==> config.mk <==
export PLATFORM = sky130hd
export DESIGN_NAME = fifo_flex_flat
export DESIGN_NICKNAME = d
export VERILOG_FILES = /design/src/rtl/fifo_flex_if.sv /design/src/rtl/fifo_flex.sv /design/src/flat_wrapper.sv
export SDC_FILE = /design/constraint.sdc
export NUM_CORES = 1
export LEC_CHECK = 0
export ABC_AREA = 1
export CAP_MARGIN = 20
export CORE_ASPECT_RATIO = 0.8
export CORE_MARGIN = 1
export CORE_UTILIZATION = 42
export CTS_BUF_LIST = sky130_fd_sc_hd__clkbuf_8
export DETAILED_ROUTE_END_ITERATION = 7
export PLACE_DENSITY = 0.71
export SETUP_SLACK_MARGIN = 0.15
export SLEW_MARGIN = 30
export SYNTH_ARGS = -nofsm -noshare
export SYNTH_HDL_FRONTEND = slang
export SYNTH_SLANG_ARGS = --single-unit
==> constraint.sdc <==
create_clock -name clk -period 3.4 [get_ports clk]
set_clock_uncertainty 0.2 [all_clocks]
set_input_delay 0.68 -clock clk [delete_from_list [all_inputs] [get_ports clk]]
set_output_delay 0.68 -clock clk [all_outputs]
set_load 0.03 [all_outputs]
==> src/rtl/fifo_flex_if.sv <==
// Producer/consumer side of fifo_flex: write/read requests, data and status.
// The master side drives requests; the slave side (the FIFO) drives status.
interface fifo_flex_if #(
    parameter int DATA_WIDTH = 8,
    parameter int DEPTH      = 8
);
    logic                       wren;
    logic [DATA_WIDTH-1:0]      i_data;
    logic                       rden;
    logic                       clr_err;
    logic [DATA_WIDTH-1:0]      o_data;
    logic                       o_valid;
    logic                       full;
    logic                       empty;
    logic                       almost_full;
    logic                       almost_empty;
    logic [$clog2(DEPTH):0]     count;
    logic                       overflow;
    logic                       underflow;

    modport master (
        output wren, i_data, rden, clr_err,
        input  o_data, o_valid, full, empty, almost_full, almost_empty,
               count, overflow, underflow
    );

    modport slave (
        input  wren, i_data, rden, clr_err,
        output o_data, o_valid, full, empty, almost_full, almost_empty,
               count, overflow, underflow
    );
endinterface

==> src/rtl/fifo_flex.sv <==
// Parametrised synchronous FIFO with registered-read or FWFT output,
// occupancy count, almost thresholds and sticky overflow/underflow flags.
module fifo_flex #(
    parameter int DATA_WIDTH = 8,
    parameter int DEPTH      = 8,
    parameter int AF_THRESH  = 6,
    parameter int AE_THRESH  = 2,
    parameter bit FWFT       = 1'b0
) (
    input  logic        clk,
    input  logic        rst_n,
    fifo_flex_if.slave  bus
);
    localparam int AW = $clog2(DEPTH);
    localparam logic [AW:0] C_DEPTH = (AW+1)'(DEPTH);

    logic [DATA_WIDTH-1:0] r_mem [DEPTH];
    logic [AW:0]           r_wr_ptr;
    logic [AW:0]           r_rd_ptr;
    logic                  r_overflow;
    logic                  r_underflow;

    logic [AW:0]           w_count;
    logic                  w_full;
    logic                  w_empty;
    logic                  w_rd_ok;
    logic                  w_wr_ok;

    // Status depends only on registered pointers, never on this cycle's requests.
    assign w_count = r_wr_ptr - r_rd_ptr;
    assign w_full  = (w_count == C_DEPTH);
    assign w_empty = (w_count == '0);
    assign w_rd_ok = bus.rden && !w_empty;
    assign w_wr_ok = bus.wren && (!w_full || w_rd_ok);

    always_ff @(posedge clk) begin
        if (w_wr_ok) begin
            r_mem[r_wr_ptr[AW-1:0]] <= bus.i_data;
        end
    end

    always_ff @(posedge clk or negedge rst_n) begin
        if (!rst_n) begin
            r_wr_ptr <= '0;
            r_rd_ptr <= '0;
        end else begin
            if (w_wr_ok) begin
                r_wr_ptr <= r_wr_ptr + 1'b1;
            end
            if (w_rd_ok) begin
                r_rd_ptr <= r_rd_ptr + 1'b1;
            end
        end
    end

    // A new error in the same cycle as clr_err keeps the flag set.
    always_ff @(posedge clk or negedge rst_n) begin
        if (!rst_n) begin
            r_overflow  <= 1'b0;
            r_underflow <= 1'b0;
        end else begin
            r_overflow  <= (r_overflow  && !bus.clr_err) || (bus.wren && !w_wr_ok);
            r_underflow <= (r_underflow && !bus.clr_err) || (bus.rden && w_empty);
        end
    end

    generate
        if (FWFT) begin : g_fwft
            // Gate with empty so the output reads zero while nothing is queued.
            assign bus.o_data  = w_empty ? '0 : r_mem[r_rd_ptr[AW-1:0]];
            assign bus.o_valid = !w_empty;
        end else begin : g_regread
            logic [DATA_WIDTH-1:0] r_o_data;
            logic                  r_o_valid;

            always_ff @(posedge clk or negedge rst_n) begin
                if (!rst_n) begin
                    r_o_data  <= '0;
                    r_o_valid <= 1'b0;
                end else begin
                    r_o_valid <= w_rd_ok;
                    if (w_rd_ok) begin
                        r_o_data <= r_mem[r_rd_ptr[AW-1:0]];
                    end
                end
            end

            assign bus.o_data  = r_o_data;
            assign bus.o_valid = r_o_valid;
        end
    endgenerate

    assign bus.full         = w_full;
    assign bus.empty        = w_empty;
    assign bus.count        = w_count;
    assign bus.almost_full  = (int'(w_count) >= AF_THRESH);
    assign bus.almost_empty = (int'(w_count) <= AE_THRESH);
    assign bus.overflow     = r_overflow;
    assign bus.underflow    = r_underflow;
endmodule
==> src/flat_wrapper.sv <==
// flat-port wrapper written by rule: the top's interface ports become plain ports
module fifo_flex_flat 
#(
    parameter int DATA_WIDTH = 8,
    parameter int DEPTH      = 8,
    parameter int AF_THRESH  = 6,
    parameter int AE_THRESH  = 2,
    parameter bit FWFT       = 1'b0
)
  (clk, rst_n, bus_wren, bus_i_data, bus_rden, bus_clr_err, bus_o_data, bus_o_valid, bus_full, bus_empty, bus_almost_full, bus_almost_empty, bus_count, bus_overflow, bus_underflow);
  fifo_flex_if #(.DATA_WIDTH(DATA_WIDTH), .DEPTH(DEPTH)) bus_i ();
  input  logic clk;
  input  logic rst_n;
  input wire logic [$bits(bus_i.wren)-1:0] bus_wren;
  input wire logic [$bits(bus_i.i_data)-1:0] bus_i_data;
  input wire logic [$bits(bus_i.rden)-1:0] bus_rden;
  input wire logic [$bits(bus_i.clr_err)-1:0] bus_clr_err;
  output wire logic [$bits(bus_i.o_data)-1:0] bus_o_data;
  output wire logic [$bits(bus_i.o_valid)-1:0] bus_o_valid;
  output wire logic [$bits(bus_i.full)-1:0] bus_full;
  output wire logic [$bits(bus_i.empty)-1:0] bus_empty;
  output wire logic [$bits(bus_i.almost_full)-1:0] bus_almost_full;
  output wire logic [$bits(bus_i.almost_empty)-1:0] bus_almost_empty;
  output wire logic [$bits(bus_i.count)-1:0] bus_count;
  output wire logic [$bits(bus_i.overflow)-1:0] bus_overflow;
  output wire logic [$bits(bus_i.underflow)-1:0] bus_underflow;
  assign bus_i.wren = bus_wren;
  assign bus_i.i_data = bus_i_data;
  assign bus_i.rden = bus_rden;
  assign bus_i.clr_err = bus_clr_err;
  assign bus_o_data = bus_i.o_data;
  assign bus_o_valid = bus_i.o_valid;
  assign bus_full = bus_i.full;
  assign bus_empty = bus_i.empty;
  assign bus_almost_full = bus_i.almost_full;
  assign bus_almost_empty = bus_i.almost_empty;
  assign bus_count = bus_i.count;
  assign bus_overflow = bus_i.overflow;
  assign bus_underflow = bus_i.underflow;
  fifo_flex #(.DATA_WIDTH(DATA_WIDTH), .DEPTH(DEPTH), .AF_THRESH(AF_THRESH), .AE_THRESH(AE_THRESH), .FWFT(FWFT)) u_core (.clk(clk), .rst_n(rst_n), .bus(bus_i));
endmodule
==> results of run 1 <==
==> report_power, final <==
part | leakage [uW] | internal [uW] | switching [uW]
Clock | 0.000113 | 426 | 371
Combinational | 0.000772 | 720 | 1410
Sequential | 0.000818 | 1320 | 106
==> area by class of cell <==
type | count | area [sq um] | share of cell area (%)
Timing Repair Buffer | 44 | 389 | 9.06
Sequential cell | 83 | 2400 | 55.9
Clock buffer | 9 | 124 | 2.89
Multi-Input combinational cell | 219 | 1070 | 24.9
Tap cell | 108 | 135 | 3.15
Clock inverter | 7 | 105 | 2.45
Inverter | 19 | 73.8 | 1.72
==> flip-flops by register name (all words and copies together), names as in the netlist <==
signal,count
u_core.r_mem,64
u_core.bus.o_data,8
u_core.r_rd_ptr,4
u_core.r_wr_ptr,4
u_core.bus.o_valid,1
u_core.bus.overflow,1
u_core.bus.underflow,1
==> per-stage QoR <==
step                      util [%]  instance area (sq um)  power [uW]  setup WS, ps  hold slack (ps)
after floorplan                  -                   3640        2960           296              184
after global placement        49.9                   4070        3560           417              264
after detailed placement      49.9                   4070        3620           339              267
after CTS                     52.6                   4300        4380           209              291
after global routing          52.6                   4290        4670           168             69.0
final                         52.6                   4290        4350           293             60.3
==> cell usage after synthesis <==
cell	n	area (sq um)
buf_6	1	11.3
buf_4	3	22.5
buf_2	7	35.0
nand2_4	3	33.8
fa_1	1	20.0
nand3_1	9	45.0
nand3_2	1	10.0
edfxtp_1	64	1920
clkinv_1	1	3.75
dfrtp_1	19	475
clkbuf_1	3	11.3
a211oi_1	1	7.51
inv_1	16	60.1
nor2_1	57	214
a21oi_1	1	5.00
xor2_1	3	26.3
nor2_4	1	11.3
or2_4	1	8.76
o22ai_1	2	12.5
o21ai_1	5	25.0
buf_12	1	20.0
xnor2_1	1	8.76
nand3_4	2	35.0
nand2_2	5	31.3
nand2_1	76	285
inv_2	1	3.75
nor3_1	1	5.00
o21ai_0	44	220
inv_4	1	6.26
ha_1	5	62.6
==> placed cells by master, fill, tap and decap left out, drive strengths merged <==
cell / netlist / routed
dfrtp: 19 / 19
edfxtp: 64 / 64
clkinv: 1 / 1
a211oi: 1 / 1
dlygate4sd2: 0 / 3
inv: 18 / 22
nand3: 12 / 12
o21ai: 49 / 49
buf: 12 / 18
clkbuf: 3 / 9
nand2: 84 / 84
xor2: 3 / 3
ha: 5 / 5
or2: 1 / 1
o22ai: 2 / 2
bufinv: 0 / 2
clkinvlp: 0 / 1
nor3: 1 / 1
a21oi: 1 / 1
fa: 1 / 1
clkdlybuf4s50: 0 / 23
xnor2: 1 / 1
nor2: 58 / 58
==> worst paths after layout <==
| check | startpoint | endpoint | slack, ps | cells past startpoint |
|---|---|---|---|---|
| min | rst_n | u_core.r_rd_ptr[1] | 60 | 1 |
| max reg2reg | u_core.r_wr_ptr[0] | u_core.r_mem[2][1] | 750 | 10 |
| min in group clk | u_core.bus.o_data[0] | u_core.bus.o_data[0] | 280 | 2 |
| max | u_core.r_wr_ptr[0] | bus_count[2] | 290 | 6 |
| min reg2reg | u_core.bus.o_data[0] | u_core.bus.o_data[0] | 280 | 2 |
| max in group asynchronous | rst_n | u_core.r_wr_ptr[0] | 2610 | 1 |
==> layer usage <==
metal | global-route usage [%] | vias up
met1 | 23.5 | 1138
met2 | 27.6 | 69
met3 | 5.30 | 8
met4 | 4.92 | 0
met5 | 0 | -
li1 | - | 1207
==> kinds of logic (layout without fill, tap and decap cells) <==
| kind of cell | count (synthesis) | after routing | synth area share (%) |
|---|---|---|---|
| XOR/XNOR | 4 | 4 | 0.963 |
| AO/OA/AOI/OAI | 53 | 53 | 7.43 |
| buffers and inverters | 34 | 79 | 4.78 |
| flip-flops | 83 | 83 | 65.9 |
| AND/OR/NAND/NOR | 156 | 156 | 18.7 |
| adder cells (fa/ha/maj) | 6 | 6 | 2.27 |
==> what timing repair did <==
action	in CTS	in global routing
hold buffers	0	0
gates resized for setup	3	1
cloned	0	0
endpoints found under the setup margin	3	2
==> out/summary.txt, run 1 <==
Worst Setup End Kind: output pin
Critical path fanouts, max: 7
Post-CTS setup buffer count: 0
Post-Route WL: 7160 microns
CP cell instances: inv_1, ha_1, fa_1, or2_4, nand2_4, dlygate4sd2_1
Die W: 106 microns
Worst slew pin tran: 547 ps
Max-cap check violation count: 0
Metal3 WL: 462 microns
Setup TNS: 0 ps
Root Driver: clkbuf_8
Status: completed
CTS Buf Count: 9
Row count: 29
CORE AREA: 0.00816 sq mm
Worst-Skew Late Latency: 350 ps
Post-DP HPWL: 4670 microns
Min-Delay Path Class: input port to async pin
Pwr/cell area: 1010 mW/mm^2
First-pass GRT wire length: 11600 microns
Delay-heaviest family, CP: adder cells
WS Path Type: register to output pin
Layout cell share with drive strength beyond 1: 13.4%
Top Metal Used: met4
Slowest Stage Delay on Critical Path: 430 ps
CTS H-Tree Depth: 3
FMAX: 322 MHz
Die area: 0.00904 sq mm
RSZ-0062 raised after global routing: false
Die Y: 85.3 microns
Starting Density: 44.6%
Layout area overhead: 18.0%
Worst VDD drop: 0.408 mV
GR Overflow Total: 0
FILL cells: 734
Vias in the first global route: 2291
Clock Path Buffers: 2
Routed vias: 2422
Number of diodes: 0
Worst path slowest cell: dfrtp_2
Wl on met1: 3300 microns
TritonCTS clock tree: yes
Aggregate global-route resource usage: 17.5%
Detail Route Antenna Nets: 0
Post-Synthesis Cell Area: 0.00364 sq mm
Tcrit/Tclk final: 91.4%
Synth Net Count: 355
Initial DRC Count: 156
Final std cells w/o fill: 489
Pin count of the biggest net entering global routing: 37
Library cells used by synthesis: 30
Drt via density: 4.95
Final Hold Fails: 0
PortBufs: 31
Initial antenna violation count: 0
DRC viols: 0
Setup-failing EPs final: 0
Seq/Total Area, Yosys: 65.9%
Placed insts: 473
Synth Instances: 336
Yosys warning total: 0
CP arrival: 2230 ps
Required @ worst endpoint: 2520 ps
Clk sinks: 83
Syn Area/Cell: 10.8 sq um
Detailed Routing Iterations Pass 1: 4
DR WL met2: 3330 microns
Bufs and invs on worst path: 2
Slew Limit Fails: 0
P_leak: 0.00170 uW
Yosys reg bits: 83
Minimum clock period: 3110 ps
Post-DR wirelength/cell: 14.6 microns
RD Place Congestion: 0.839
Nets: 395
# IOs: 32
Worst-path clk slew: 90 ps
Startpoint Class: register
Headroom to the max-slew limit: 63.5%
No activity file was read; power rests on OpenSTA's default activity.
==> run 2, diff against run 1 <==
Settings changed: CORE_MARGIN 1 to not set, SLEW_MARGIN 30 to not set.
==> run 2 against run 1 <==
Via count increased by 0.62%. Maximum frequency decreased by 0.24%. Global-route usage unchanged. First-iteration DRC count increased by 7.1%. Wire length increased by 0.22%. Register-to-register slack got worse by 20 ps. Count of clock-buffer cells in the layout unchanged. Design area increased by 0.12%. Largest power group unchanged.
==> out/summary.txt, run 2 (same netlist as run 1, synthesis figures left out) <==
Status: completed
RSZ-0062 raised after global routing: false
Delay-heaviest family, CP: adder cells
FILL cells: 734
CP arrival: 2230 ps
TritonCTS clock tree: yes
Min-Delay Path Class: register to register
Pin count of the biggest net entering global routing: 37
Row count: 29
Pwr/cell area: 1010 mW/mm^2
Sw Pwr: 1880 uW
Minimum clock period: 3110 ps
Clk sinks: 83
Nets: 395
Die area: 0.00904 sq mm
Vias in the first global route: 2291
DRC viols: 0
CP cell instances: inv_1, ha_1, fa_1, or2_4, nand2_4, dlygate4sd2_1
Worst VDD drop: 0.409 mV
Layout cell share with drive strength beyond 1: 12.9%
Drt via density: 4.98
Required @ worst endpoint: 2520 ps
Hold slack: 285 ps
Combinational Power Share: 48.9%
FMAX: 321 MHz
Sw frac: 43.3%
Detailed Routing Iterations Pass 1: 4
Commonest non-fill, non-tap cell in the layout: nand2_1
Root Driver: clkbuf_8
RD Place Congestion: 0.839
Max-cap check violation count: 0
Headroom to the max-slew limit: 34.6%
First-pass GRT wire length: 11600 microns
Sequential power share: 32.8%
Post-DP HPWL: 4670 microns
Detail Route Antenna Nets: 0
Setup TNS: 0 ps
Layout area overhead: 18.1%
Worst slew pin tran: 980 ps
Aggregate global-route resource usage: 17.5%
CTS Hold Buffers Added: 0
P_leak: 0.00170 uW
Slowest Stage Delay on Critical Path: 430 ps
Starting Density: 44.6%
Number of diodes: 0
Clock share of power: 18.3%
Hold Crit Start: u_core.bus.o_data[0]
Routed vias: 2437
Worst-Skew Late Latency: 350 ps
GR Overflow Total: 0
Bufs and invs on worst path: 2
CORE AREA: 0.00816 sq mm
Die Y: 85.3 microns
# IOs: 32
Slew Limit Fails: 0
Critical path fanouts, max: 7
Clock Path Buffers: 2
Most frequent cells in the layout: nand2_1, edfxtp_1, nor2_1
Final Hold Fails: 0
PortBufs: 31
R2r startpoint: u_core.r_wr_ptr[0]
Post-DR wirelength/cell: 14.7 microns
Worst-path clk slew: 90 ps
Internal Pwr Total: 2470 uW
Initial antenna violation count: 0
Initial DRC Count: 167
WS Path Type: register to output pin
Worst Setup End Kind: output pin
Worst path slowest cell: dfrtp_2
Startpoint Class: register
Crit path from: u_core.r_wr_ptr[0]
Post-Route WL: 7180 microns
Die W: 106 microns
Max reg flops: 64
CTS Buf Count: 9
Tcrit/Tclk final: 91.6%
Setup-failing EPs final: 0
CTS H-Tree Depth: 3
[run 2: cell count changes in the layout (fill, tap and decap cells not counted), sizes merged]
cell,delta
clkdlybuf4s50,+1
buf,-1
[run 2: layout make-up]
type,instances,area [sq um],area share (%)
timing repair buffer,44,394,9.17
multi-input combinational,219,1070,24.8
clock buffer,9,124,2.88
inverter,19,73.8,1.72
clock inverter,7,105,2.45
tap,108,135,3.14
sequential,83,2400,55.8
[run 2: power by group through the flow]
stage               Sequential (uW)  Combinational [uW]  Clock (uW)
floorplan                      1550                1410           0
global placement               1440                2120           0
detailed placement             1450                2180           0
CTS                            1420                2150         811
global route                   1450                2360         859
finish                         1430                2130         797
[run 2: path summary, 6_finish.rpt]
check | endpoint | slack, ps | cells after the start
worst max-delay path | bus_count[2] | 290 | 6
max in group asynchronous | u_core.r_wr_ptr[0] | 1780 | 1
worst max register to register | u_core.r_mem[2][1] | 730 | 10
min in group asynchronous | u_core.r_rd_ptr[1] | 620 | 1
worst min-delay path | u_core.bus.o_data[0] | 290 | 2
worst min register to register | u_core.bus.o_data[0] | 290 | 2
[run 2: timing repair]
item | 4_1_cts | 5_1_grt
cloned | 0 | 0
setup buffers | 0 | 0
gates resized for setup | 3 | 1
endpoints found under the setup margin | 3 | 2
[run 2: through the flow]
step	total power, uW	util, %	std cells	cell area [sq um]	setup WS [ps]
after floorplan	2960	-	336	3640	296
after global placement	3560	49.9	473	4070	417
after detailed placement	3620	49.9	473	4070	339
after CTS	4380	52.6	489	4300	209
after global routing	4670	52.6	489	4300	168
final	4350	52.6	489	4300	285
[run 2: worst register-to-register path, delay by kind of cell, from the launching register on]
family	cells	cell delay [ps]
adder cells (fa/ha/maj)	2	620
buffers and inverters	2	300
flip-flops	1	430
AND/OR/NAND/NOR	6	820
[run 2: layer usage]
layer	vias to the layer above	GRT usage (%)	wire length, microns	part of all wire [%]
met1	1155	23.5	3420	48
met5	-	0	0	0
met2	71	27.6	3250	45
met4	0	4.92	74	1.0
met3	8	5.30	429	6.0
li1	1203	-	-	-
